<file path="config.mk">
export PLATFORM = sky130hd
export DESIGN_NAME = sc_psrandom_errcounter
export DESIGN_NICKNAME = d
export VERILOG_FILES = /design/src/rtl/sc_psrandom_errcounter.sv
export SDC_FILE = /design/constraint.sdc
export NUM_CORES = 1
export LEC_CHECK = 0
export BUFFER_PORTS_ARGS = -buffer_cell sky130_fd_sc_hd__buf_2
export CAP_MARGIN = 20
export CORE_MARGIN = 8
export CORE_UTILIZATION = 40
export CTS_CLUSTER_SIZE = 20
export DETAILED_ROUTE_END_ITERATION = 12
export SYNTH_ARGS = -nofsm -noshare
export SYNTH_HDL_FRONTEND = slang
export SYNTH_SLANG_ARGS = --single-unit
</file>
<file path="constraint.sdc">
create_clock -name SC_PSRANDOM_CLOCK_50 -period 2.1 [get_ports SC_PSRANDOM_CLOCK_50]
set_clock_uncertainty 0.15 [all_clocks]
set_input_delay 0.21 -clock SC_PSRANDOM_CLOCK_50 [delete_from_list [all_inputs] [get_ports SC_PSRANDOM_CLOCK_50]]
set_output_delay 0.21 -clock SC_PSRANDOM_CLOCK_50 [all_outputs]
set_load 0.05 [all_outputs]
</file>
<file path="src/rtl/sc_psrandom_errcounter.sv">
// Saturating mismatch counter; a synchronous clear wins over a same-cycle increment.
module sc_psrandom_errcounter #(
    parameter int WIDTH = 16
) (
    input  logic             SC_PSRANDOM_CLOCK_50,
    input  logic             SC_PSRANDOM_RESET_InHigh,
    input  logic             inc,
    input  logic             clear,
    output logic [WIDTH-1:0] count
);

    // NOTE: sequential state is always written with non-blocking assignments.
    always_ff @(posedge SC_PSRANDOM_CLOCK_50 or posedge SC_PSRANDOM_RESET_InHigh) begin
        if (SC_PSRANDOM_RESET_InHigh) begin
            count <= '0;
        end else if (clear) begin
            count <= '0;
        end else if (inc && (count != '1)) begin
            count <= count + WIDTH'(1);
        end
    end

endmodule

</file>
After elaboration in Yosys (flattened, before gate mapping)
Index checks and enable logic that the tools add are counted.
{"block": "word_totals", "latchBits": 0, "input_bits": 4, "ff_bits": 16, "mem_count": 0, "out_inout_bits": 16, "mem_bits_ro": 0, "mem_bits_rw": 0, "elab_cells": 7}
{"block": "op_classes", "mux": 2, "multipliers": 0, "bitwise_logic": 0, "n_div": 0, "n_reduce_logical": 2, "n_eq_ne": 1, "shifts": 0, "n_lt_le_gt_ge": 0, "add_sub_neg": 1}
{"cell": "two-way mux 16 bit", "n": 2}
{"cell": "adder 16 x 1 -> 16 bit (second input constant)", "n": 1}
{"cell": "!= test 16 bit (second input constant)", "n": 1}
{"cell": "nonzero test 2 bit", "n": 1}
{"cell": "logical AND 1 bit", "n": 1}

Depth between registers and ports, before layout
Gate-level depths: netlist (run 1).
{"block": "depth", "depth_word": 4, "ltp_mapped": 6}

Worst setup path before layout (run 1)
No wires, ideal clock.
{"block": "synth_timing", "path_kind": "reg-to-reg", "from": "register count[0]", "to": "register count[0]", "period_less_slack_ps": 2285, "arrival_ps": 2010, "stages_incl_launch_ff": 7, "slack_ps": -185, "cell_sequence": "dfrtp_1 ha_1 clkbuf_1 nand3_1 nor4_1 nor2b_1 mux2_2"}
{"block": "synth_between", "elab_chain_len": 3, "elab_cells_between_ends": 6}
{"item": "start: declaration", "line": "9", "text": "output logic [WIDTH-1:0] count"}
{"item": "start signal: assignment", "line": "19", "text": "count <= count + WIDTH'(1);"}
{"item": "adder 16 x 1 -> 16 bit / != test 16 bit (equally long branches)", "line": "19, 18"}
{"item": "two-way mux 16 bit / logical AND 1 bit (equally long branches)", "line": "18", "text": "end else if (inc && (count != '1)) begin"}
{"item": "two-way mux 16 bit / nonzero test 2 bit (equally long branches)"}
Parallel ways exist; a longest one is shown, timed or not. The select of a mux whose other input is x is not followed.
A chain may end at the register's enable or synchronous reset.

Worst setup path in the final report (run 1)
{"block": "layout_timing", "from": "register count[7]", "to": "register count[13]"}
The elaborated chain is that of the path after synthesis.

==> flow_summary.ini, run 1 <==
[route]
wire_per_inst_um = 15.3
detailroute.wirelength.met2_um = 1040
highest_layer = met4
remaining_drc_errors = 0
dr.pass1.iters = 4
wl_met1_um = 1110
totalWireLength_um = 2320
dr.first_iter.drc_count = 34
routed_via_density = 5.85
route.vias.total = 889
detailroute.wirelength.met3_um = 155
detail-route-antenna-nets = 0

[synth]
synth_top_area_cell = sky130_fd_sc_hd__dfrtp_1
area_share_of_the_largest_cell_type_after_synthesis_pct = 43.0
synth_area_leaders = sky130_fd_sc_hd__dfrtp_1, sky130_fd_sc_hd__a21oi_1, sky130_fd_sc_hd__or4_1
seq_cells_post_synth = 16
synth_seq_area_share_pct = 43.0
synthesis.yosys.warnings = 0
synth_nets = 106
syn-cell-area_sq_um = 932
synthesis.instances = 101
post_synth.cell_area_avg_sq_um = 9.23
yosysUniqueCellTypes = 29

[sta]
report.final.slew_viol_count = 0
rsz0062_at_grt = no
finalHoldWorstSlack_ns = 0.167
timing.slew.headroom_pct = 58.3
finalSetupViolations = 0
hold_viol_final = 0
finalSetupTns_ns = 0
final_critical_delay_including_setup_and_external_delays_ns = 1.97
worst_slew_pin_slew_ns = 0.625
final_min_period_over_clock_period_pct = 93.7
max_freq_mhz = 508

[critical_path]
worst_setup_path_start_kind = flip-flop
critPathArrivalTime_ns = 2.03
worstPathMaxFanout = 7
setup.worst_path.end_class = flip-flop
criticalPathCategory = reg -> reg
worst-endpoint-required_ns = 2.16

[cells_and_area]
final_layout_size_suffix_gt1_share_pct = 37.9
area.growth.synth_to_final_pct = 20.5
largest_register_ffs = 16
registers.top_by_ff_count = count
num_antenna_cells = 0
layout.nets = 131
fill_cell_instance_count_of_the_final_layout = 226
layout_top_registers = count: 16 flops
multi_input_area_sq_um = 502
ff_latch_area_sq_um = 418

[power_and_ir_drop]
p_int_uw = 393
switching_share_pct = 26.7
net-switching-power_uw = 143
cellPowerDensity_nw_per_um2 = 476
worst_ir_drop_on_vdd_mv = 0.311
power.leakage_nw = 0.438
p_comb_share_pct = 9.2
clock_power_share_pct = 31.6
seq_power_share_pct = 59.2

[cts]
cts_tree = done
max-clock-path-buffers = 2
ctsResizeCount = 0
cts_max_level = 1
tritoncts_num_sinks = 16
worst_skew_pair.late_latency_ns = 0.29
cts_buffers = 3
cts.reportedPaths.clkPinSlew_ns = 0.10
clock-root-buffer = sky130_fd_sc_hd__clkbuf_4

[die]
core-area_sq_um = 2210
chipHeight_um = 64.3
floorplan.initialDensity_pct = 42.1
floorplan.die.width_um = 64.3
row_count = 17
die_area_sq_um = 4130
design.portCount = 20

[place]
io_buffer_count = 19
detailed_place_hpwl_um = 1720
place.gp.congestion = 0.756

[run]
max_cap_violations = 0

[status]
run_status = complete, no violations

[global_routing]
number_of_antenna_violations_at_the_first_check_in_global_routing = 0
grt_first_pass_wirelength_um = 3970
groute.usage.overall_pct = 11.7
gr-total-overflow = 0
vias_in_the_first_global_route = 842
grt_max_degree = 20

[min_path]
min_path_type = in -> reg
==> Yosys cell counts <==
cell type and instances:
sky130_fd_sc_hd__a21oi_1 12, sky130_fd_sc_hd__a31oi_1 1, sky130_fd_sc_hd__and4_1 1, sky130_fd_sc_hd__buf_4 1, sky130_fd_sc_hd__clkbuf_1 1, sky130_fd_sc_hd__clkbuf_2 1, sky130_fd_sc_hd__dfrtp_1 16, sky130_fd_sc_hd__dlygate4sd1_1 1
sky130_fd_sc_hd__ha_1 1, sky130_fd_sc_hd__inv_1 3, sky130_fd_sc_hd__mux2_2 2, sky130_fd_sc_hd__mux2i_1 1, sky130_fd_sc_hd__nand2_1 6, sky130_fd_sc_hd__nand2b_1 2, sky130_fd_sc_hd__nand3_1 7, sky130_fd_sc_hd__nand4_1 4
sky130_fd_sc_hd__nand4_4 1, sky130_fd_sc_hd__nor2_1 3, sky130_fd_sc_hd__nor2b_1 3, sky130_fd_sc_hd__nor3_1 4, sky130_fd_sc_hd__nor4_1 3, sky130_fd_sc_hd__o21ai_0 5, sky130_fd_sc_hd__o31ai_1 5, sky130_fd_sc_hd__o41ai_1 2
sky130_fd_sc_hd__or3_1 6, sky130_fd_sc_hd__or3_2 1, sky130_fd_sc_hd__or4_1 6, sky130_fd_sc_hd__or4_2 1, sky130_fd_sc_hd__or4_4 1
==> layout by cell type, fill, tap and decap left out <==
cell type / n
sky130_fd_sc_hd__buf_2: 19
sky130_fd_sc_hd__nor4_2: 1
sky130_fd_sc_hd__dfrtp_2: 14
sky130_fd_sc_hd__nor4_1: 2
sky130_fd_sc_hd__a31oi_1: 1
sky130_fd_sc_hd__a21oi_1: 12
sky130_fd_sc_hd__or4_4: 1
sky130_fd_sc_hd__nand3_1: 7
sky130_fd_sc_hd__mux2i_1: 1
sky130_fd_sc_hd__clkbuf_4: 3
sky130_fd_sc_hd__nand4_1: 4
sky130_fd_sc_hd__ha_1: 1
sky130_fd_sc_hd__nor2b_1: 3
sky130_fd_sc_hd__nand2b_1: 2
sky130_fd_sc_hd__nand4_4: 1
sky130_fd_sc_hd__o41ai_1: 2
sky130_fd_sc_hd__and4_1: 1
sky130_fd_sc_hd__nand2_1: 6
sky130_fd_sc_hd__dlygate4sd3_1: 1
sky130_fd_sc_hd__o31ai_1: 5
sky130_fd_sc_hd__o21ai_0: 5
sky130_fd_sc_hd__dfrtp_1: 2
sky130_fd_sc_hd__mux2_2: 2
sky130_fd_sc_hd__nor2_1: 3
sky130_fd_sc_hd__or3_1: 6
sky130_fd_sc_hd__buf_4: 4
sky130_fd_sc_hd__inv_1: 3
sky130_fd_sc_hd__nor3_1: 4
sky130_fd_sc_hd__or3_2: 1
sky130_fd_sc_hd__or4_1: 6
sky130_fd_sc_hd__or4_2: 1
==> worst paths after layout <==
check                                    startpoint                    end  slack, ns  depth (start not counted)
max                            count[7]$_DFFE_PP0P_  count[13]$_DFFE_PP0P_       0.13                          4
min                                           clear   count[3]$_DFFE_PP0P_       0.17                          2
max reg2reg                    count[7]$_DFFE_PP0P_  count[13]$_DFFE_PP0P_       0.13                          4
min reg2reg                   count[14]$_DFFE_PP0P_  count[14]$_DFFE_PP0P_       0.42                          2
max in group asynchronous  SC_PSRANDOM_RESET_InHigh  count[12]$_DFFE_PP0P_       0.98                          3
min in group asynchronous  SC_PSRANDOM_RESET_InHigh   count[3]$_DFFE_PP0P_       0.38                          3
==> routing by layer <==
layer | track usage, % | vias up
li1 | - | 436
met1 | 14.7 | 422
met2 | 18.8 | 27
met3 | 3.83 | 4
met4 | 3.27 | 0
met5 | 0 | -
==> cell families after synthesis <==
| family | Yosys count | synth area share, % |
|---|---|---|
| buffers and inverters | 7 | 3.89 |
| AND/OR/NAND/NOR | 49 | 32.6 |
| adder cells (fa/ha/maj) | 1 | 1.34 |
| multiplexers | 3 | 3.49 |
| AO/OA/AOI/OAI | 25 | 15.7 |
| flip-flops | 16 | 43.0 |
==> timing repair <==
item                       CTS  global route
setup endpoints to repair    0             1
hold endpoints to repair    16             0
hold buffers                 1             0
buffers inserted             0             1
==> power by group through the flow <==
stage               logic, mW  registers (mW)  clock network, mW
global placement       0.0488           0.323                  0
CTS                    0.0504           0.317              0.171
finish                 0.0492           0.317              0.169
detailed placement     0.0491           0.323                  0
global route           0.0551           0.318              0.179
floorplan              0.0243           0.336                  0
==> worst max-delay path, stage by stage, from the launching register on <==
cell and delay [ns]:
sky130_fd_sc_hd__dfrtp_2 0.44, sky130_fd_sc_hd__nand4_4 0.16, sky130_fd_sc_hd__or4_4 0.58, sky130_fd_sc_hd__or4_1 0.41, sky130_fd_sc_hd__a21oi_1 0.15
==> area by class of cell <==
| cell class | count | share of cell area [%] |
|---|---|---|
| clock buffer | 3 | 2.00 |
| sequential | 16 | 37.2 |
| inverter | 3 | 1.00 |
| timing repair buffer | 24 | 12.0 |
| tap | 28 | 3.12 |
| multi-input combinational | 78 | 44.7 |
==> through the flow <==
step                      total power, mW  cell area, sq um  setup WS (ns)  util, %  std cells
after floorplan                     0.360               956         0.0102        -        101
after global placement              0.372              1080          0.151     49.0        147
after detailed placement            0.372              1080          0.103     49.0        147
after CTS                           0.538              1120         0.0918     50.5        151
after global routing                0.552              1120         0.0246     50.8        152
final                               0.535              1120          0.133     50.8        152
(Power assumes the default switching activity.)
==> run 2: changes to the inputs <==
CELL_PAD_IN_SITES_DETAIL_PLACEMENT = 1   (was unset)
CELL_PAD_IN_SITES_GLOBAL_PLACEMENT = 2   (was unset)
CORE_UTILIZATION = 33   (was 40)
CTS_BUF_LIST = sky130_fd_sc_hd__clkbuf_4   (was unset)
PLACE_DENSITY_LB_ADDON = 0.1   (was unset)
clock period = 2.11 ns   (was 2.1 ns; I/O delays follow)
==> run 2 against run 1 <==
Compared with the run above:
- cell count up 2.6%
- worst hold slack got worse by 0.0036 ns
- power rose by 1.9%
- first-iteration DRC count fell by 44%
- die area increased by 16%
- sequential share of layout area down 0.18 points
- combinational power increased by 3%
- largest power group unchanged
==> flow_summary.ini, run 2 (synthesis results as in run 1) <==
[status]
run_status = complete, no violations

[critical_path]
worstPathMaxFanout = 8
crit_path_cell_trace = nand4_1 > or4_4 > or4_1 > a21oi_1
critical_path.max_stage_delay_ns = 0.57
worst-endpoint-required_ns = 2.18
timing.critical_path.slowest_stage_cell = sky130_fd_sc_hd__or4_4
setup.worst_path.end_class = flip-flop
dominant_delay_contributor_by_cell_family_on_the_critical_path = simple AND/OR/NAND/NOR gates
critical_path_buf_inv_count = 0
criticalPathCategory = reg -> reg
worst_setup_path_start_kind = flip-flop
critPathArrivalTime_ns = 2.06

[cells_and_area]
layout_commonest_cell = sky130_fd_sc_hd__buf_2
layout_top_registers = count: 16 flops
registers.top_by_ff_count = count
fill_cell_instance_count_of_the_final_layout = 344
layout.nets = 131
largest_register_ffs = 16
final_core_util_pct = 41.4
layout.cells.most_common_list = sky130_fd_sc_hd__buf_2, sky130_fd_sc_hd__a21oi_1, sky130_fd_sc_hd__dfrtp_2, sky130_fd_sc_hd__nand3_1
final_layout_size_suffix_gt1_share_pct = 35.2
num_antenna_cells = 0
area.growth.synth_to_final_pct = 20.4

[route]
totalWireLength_um = 2700
wire_per_inst_um = 17.3
detailroute.wirelength.met2_um = 1280
detail-route-antenna-nets = 0
remaining_drc_errors = 0
dr.first_iter.drc_count = 19
route.vias.total = 888
routed_via_density = 5.69
wl_met1_um = 1300
detailroute.wirelength.met3_um = 120
dr.pass1.iters = 4
highest_layer = met3

[sta]
max_freq_mhz = 501
rsz0062_at_grt = no
finalSetupViolations = 0
timing.slew.headroom_pct = 57.1
final_critical_delay_including_setup_and_external_delays_ns = 2.00
report.final.slew_viol_count = 0
worst_slew_pin_slew_ns = 0.643
hold_viol_final = 0
final_min_period_over_clock_period_pct = 94.6

[cts]
cts_buffers = 3
tritoncts_num_sinks = 16
max-clock-path-buffers = 2
worst_skew_pair.late_latency_ns = 0.29
cts_tree = done
clock-root-buffer = sky130_fd_sc_hd__clkbuf_4
cts_max_level = 1
ctsResizeCount = 0
cts.reportedPaths.clkPinSlew_ns = 0.11

[die]
design.portCount = 20
floorplan.die.width_um = 69.1
row_count = 19
die_area_sq_um = 4780
chipHeight_um = 69.1
floorplan.initialDensity_pct = 34.4
core-area_sq_um = 2710

[run]
max_cap_violations = 0

[power_and_ir_drop]
fin_total_pwr_uw = 546
worst_ir_drop_on_vdd_mv = 0.370
power.leakage_nw = 0.446
cellPowerDensity_nw_per_um2 = 486

[global_routing]
groute.usage.overall_pct = 11.4
gr-total-overflow = 0
grt_first_pass_wirelength_um = 4660
vias_in_the_first_global_route = 921
grt_max_degree = 20
number_of_antenna_violations_at_the_first_check_in_global_routing = 0

[place]
detailed_place_hpwl_um = 2010
io_buffer_count = 19
place.gp.congestion = 0.744

[min_path]
min_path_type = in -> reg
==> run 2: cell type report <==
| class | count | area, sq um | area share (%) |
|---|---|---|---|
| Multi-Input combinational cell | 78 | 495 | 44.1 |
| Sequential cell | 16 | 415 | 37.0 |
| Timing Repair Buffer | 24 | 135 | 12.0 |
| Tap cell | 31 | 38.8 | 3.46 |
| Clock buffer | 3 | 22.5 | 2.01 |
| Inverter | 3 | 11.3 | 1.00 |
| Clock inverter | 1 | 3.75 | 0.334 |
==> run 2: where the power goes <==
part | internal, mW | total [mW] | switching, mW
registers | 0.311 | 0.316 | 0.00548
clock network | 0.0686 | 0.179 | 0.110
logic | 0.0143 | 0.0507 | 0.0364
total | 0.394 | 0.546 | 0.152
==> run 2: final timing paths <==
check                      cells after the start                     to                      from  slack, ns
max                                            4  count[13]$_DFFE_PP0P_      count[2]$_DFFE_PP0P_       0.11
min                                            3   count[6]$_DFFE_PP0P_                       inc       0.16
max reg2reg                                    4  count[13]$_DFFE_PP0P_      count[2]$_DFFE_PP0P_       0.11
min reg2reg                                    2  count[14]$_DFFE_PP0P_     count[14]$_DFFE_PP0P_       0.44
max in group asynchronous                      3  count[11]$_DFFE_PP0P_  SC_PSRANDOM_RESET_InHigh       0.97
min in group asynchronous                      3   count[1]$_DFFE_PP0P_  SC_PSRANDOM_RESET_InHigh       0.39
==> run 2: layer usage <==
layer  track usage (%)  vias to the layer above
met5                 0                        -
met4              2.73                        0
met3              3.00                        0
met2              19.0                       15
met1              14.2                      435
li1                  -                      438
==> run 2: stage by stage <==
| stage | hold slack (ns) | TNS, ns | area [sq um] | cells | setup slack [ns] |
|---|---|---|---|---|---|
| finish | 0.163 | 0 | 1120 | 156 | 0.114 |
| global route | 0.179 | 0 | 1120 | 156 | 0.0283 |
| CTS | 0.165 | 0 | 1120 | 156 | 0.124 |
| detailed placement | 0.188 | 0 | 1090 | 151 | 0.161 |
| global placement | 0.187 | 0 | 1090 | 151 | 0.213 |
| floorplan | -0.0261 | -0.0332 | 947 | 101 | -0.0332 |
==> run 2: worst register-to-register path, delay by kind of cell (launching register included) <==
family / cells / cell delay, ns
AO/OA/AOI/OAI: 1 / 0.16
AND/OR/NAND/NOR: 3 / 1.19
flip-flops: 1 / 0.44
==> run 2: what timing repair did <==
item	in CTS	in global routing
setup buffers	0	0
hold buffers	1	0
endpoints found under the hold margin	16	0
==> run 3: changes to the inputs <==
HOLD_SLACK_MARGIN = 0.03   (was unset)
PLACE_DENSITY_LB_ADDON = 0.25   (was 0.1)
==> run 3 against run 2 <==
Compared with the run above:
- non-clock buffer count did not move
- first-iteration DRC count rose to 3.1 times the previous value
- flip-flop and latch count did not move
- critical endpoint unchanged
- sequential share of layout area down 0.12 points
- cell count unchanged
- via count rose by 0.68%
- power grew 0.22%
- sequential power about the same
- design area increased by 0.33%
- die area unchanged
- maximum frequency is 0.74% higher
- clock power is essentially flat
- largest cell class unchanged
==> flow_summary.ini, run 3 (synthesis results as in run 1) <==
[status]
run_status = complete, no violations

[cells_and_area]
layout.cells.most_common_list = sky130_fd_sc_hd__buf_2, sky130_fd_sc_hd__a21oi_1, sky130_fd_sc_hd__dfrtp_2, sky130_fd_sc_hd__nand3_1
fill_cell_instance_count_of_the_final_layout = 347
largest_register_ffs = 16
final_core_util_pct = 41.6
layout_commonest_cell = sky130_fd_sc_hd__buf_2
design_area_sq_um = 1130
layout.nets = 131
layout_top_registers = count: 16 flops
area.growth.synth_to_final_pct = 20.8
num_antenna_cells = 0
final-instance-count-excl-fill = 156
registers.top_by_ff_count = count
final_layout_size_suffix_gt1_share_pct = 36.0

[die]
chipHeight_um = 69.1
die_area_sq_um = 4780
design.portCount = 20
floorplan.initialDensity_pct = 34.4
core-area_sq_um = 2710
floorplan.die.width_um = 69.1
row_count = 19

[place]
detailed_place_hpwl_um = 1950
placement.cell_area_sq_um = 1090
dp_cells = 151
place.gp.congestion = 0.735
place_ws_ns = 0.148
io_buffer_count = 19

[cts]
cts_buffers = 3
cts.reportedPaths.clkPinSlew_ns = 0.09
cts_max_level = 1
clock-root-buffer = sky130_fd_sc_hd__clkbuf_4
max-clock-path-buffers = 2
cts_tree = done
worst_skew_pair.late_latency_ns = 0.28
tritoncts_num_sinks = 16

[critical_path]
regToRegEndpoint = count[13]$_DFFE_PP0P_
r2r_setup_slack_ns = 0.13
timing.reg2reg.worst_path_depth = 4
setup.worst_path.end_class = flip-flop
worstPathMaxFanout = 8
critical_path.reg2reg.startpoint = count[2]$_DFFE_PP0P_
worst_setup_path_start_kind = flip-flop
criticalPathCategory = reg -> reg
worst-endpoint-required_ns = 2.17
critPathArrivalTime_ns = 2.04

[route]
route.vias.total = 894
detail-route-antenna-nets = 0
totalWireLength_um = 2590
wire_per_inst_um = 16.6
dr.pass1.iters = 4
dr.first_iter.drc_count = 58
remaining_drc_errors = 0
routed_via_density = 5.73

[global_routing]
gr-total-overflow = 0
groute.usage.overall_pct = 10.8
grt_first_pass_wirelength_um = 4460
vias_in_the_first_global_route = 975
number_of_antenna_violations_at_the_first_check_in_global_routing = 0
grt_max_degree = 20

[sta]
final_min_period_over_clock_period_pct = 93.9
hold_viol_final = 0
finalSetupViolations = 0
report.final.slew_viol_count = 0
rsz0062_at_grt = no
timing.slew.headroom_pct = 57.3
fin_ws_ns = 0.128
max_freq_mhz = 505
worst_slew_pin_slew_ns = 0.640
finalHoldWorstSlack_ns = 0.175
final_critical_delay_including_setup_and_external_delays_ns = 1.98
finalSetupTns_ns = 0

[power_and_ir_drop]
fin_total_pwr_uw = 547
power.leakage_nw = 0.449
worst_ir_drop_on_vdd_mv = 0.391
cellPowerDensity_nw_per_um2 = 486

[min_path]
timing.hold.worst_path_depth = 2
min_path_type = in -> reg
hold_path.startpoint = clear
hold_end = count[7]$_DFFE_PP0P_

[run]
max_cap_violations = 0
## run 3: cell types whose count changed in the layout (fill, tap and decap cells not counted), sizes merged
| cell | delta |
|---|---|
| clkbuf | +1 |
| clkinv | -1 |
## run 3: worst max-delay path: stages, from the launching register on
cell,delay (ns)
sky130_fd_sc_hd__dfrtp_2,0.44
sky130_fd_sc_hd__nand4_1,0.19
sky130_fd_sc_hd__or4_4,0.57
sky130_fd_sc_hd__or4_1,0.41
sky130_fd_sc_hd__a21oi_1,0.15
## run 3: worst max path at each step
| stage | depth (start not counted) | endpoint | from |
|---|---|---|---|
| 3_5_place_dp | 4 | count[13]$_DFFE_PP0P_ | count[2]$_DFFE_PP0P_ |
| 5_1_grt | 5 | count[12]$_DFFE_PP0P_ | count[0]$_DFFE_PP0P_ |
| 3_3_place_gp | 4 | count[13]$_DFFE_PP0P_ | count[2]$_DFFE_PP0P_ |
| 4_1_cts | 4 | count[13]$_DFFE_PP0P_ | count[2]$_DFFE_PP0P_ |
| 6_report | 4 | count[13]$_DFFE_PP0P_ | count[2]$_DFFE_PP0P_ |
| 2_1_floorplan | 4 | count[0]$_DFFE_PP0P_ | count[13]$_DFFE_PP0P_ |
## run 3: power breakdown
part	internal, mW	total (mW)	leakage [nW]	switching, mW
clock network	0.0863	0.181	0.0184	0.0943
registers	0.311	0.316	0.202	0.00543
logic	0.0138	0.0502	0.228	0.0364
## run 3: cell type report
cell class / instances / area [sq um] / share of cell area (%)
Multi-Input combinational cell: 78 / 495 / 44.0
Inverter: 3 / 11.3 / 1.00
Sequential cell: 16 / 415 / 36.9
Tap cell: 31 / 38.8 / 3.44
Timing Repair Buffer: 24 / 135 / 12.0
Clock buffer: 4 / 30.0 / 2.67
## run 3: what timing repair did
action / CTS / global route
hold buffers: 1 / 0
buffers inserted: 0 / 0
endpoints found under the hold margin: 16 / 0
resized for setup: 0 / 0
## run 3: layer usage
layer,vias to the layer above,share of wire (%),track usage [%]
li1,442,-,-
met1,434,47,13.0
met2,14,47,17.8
met3,4,4.7,2.86
met4,0,1.0,3.64
met5,-,0,0
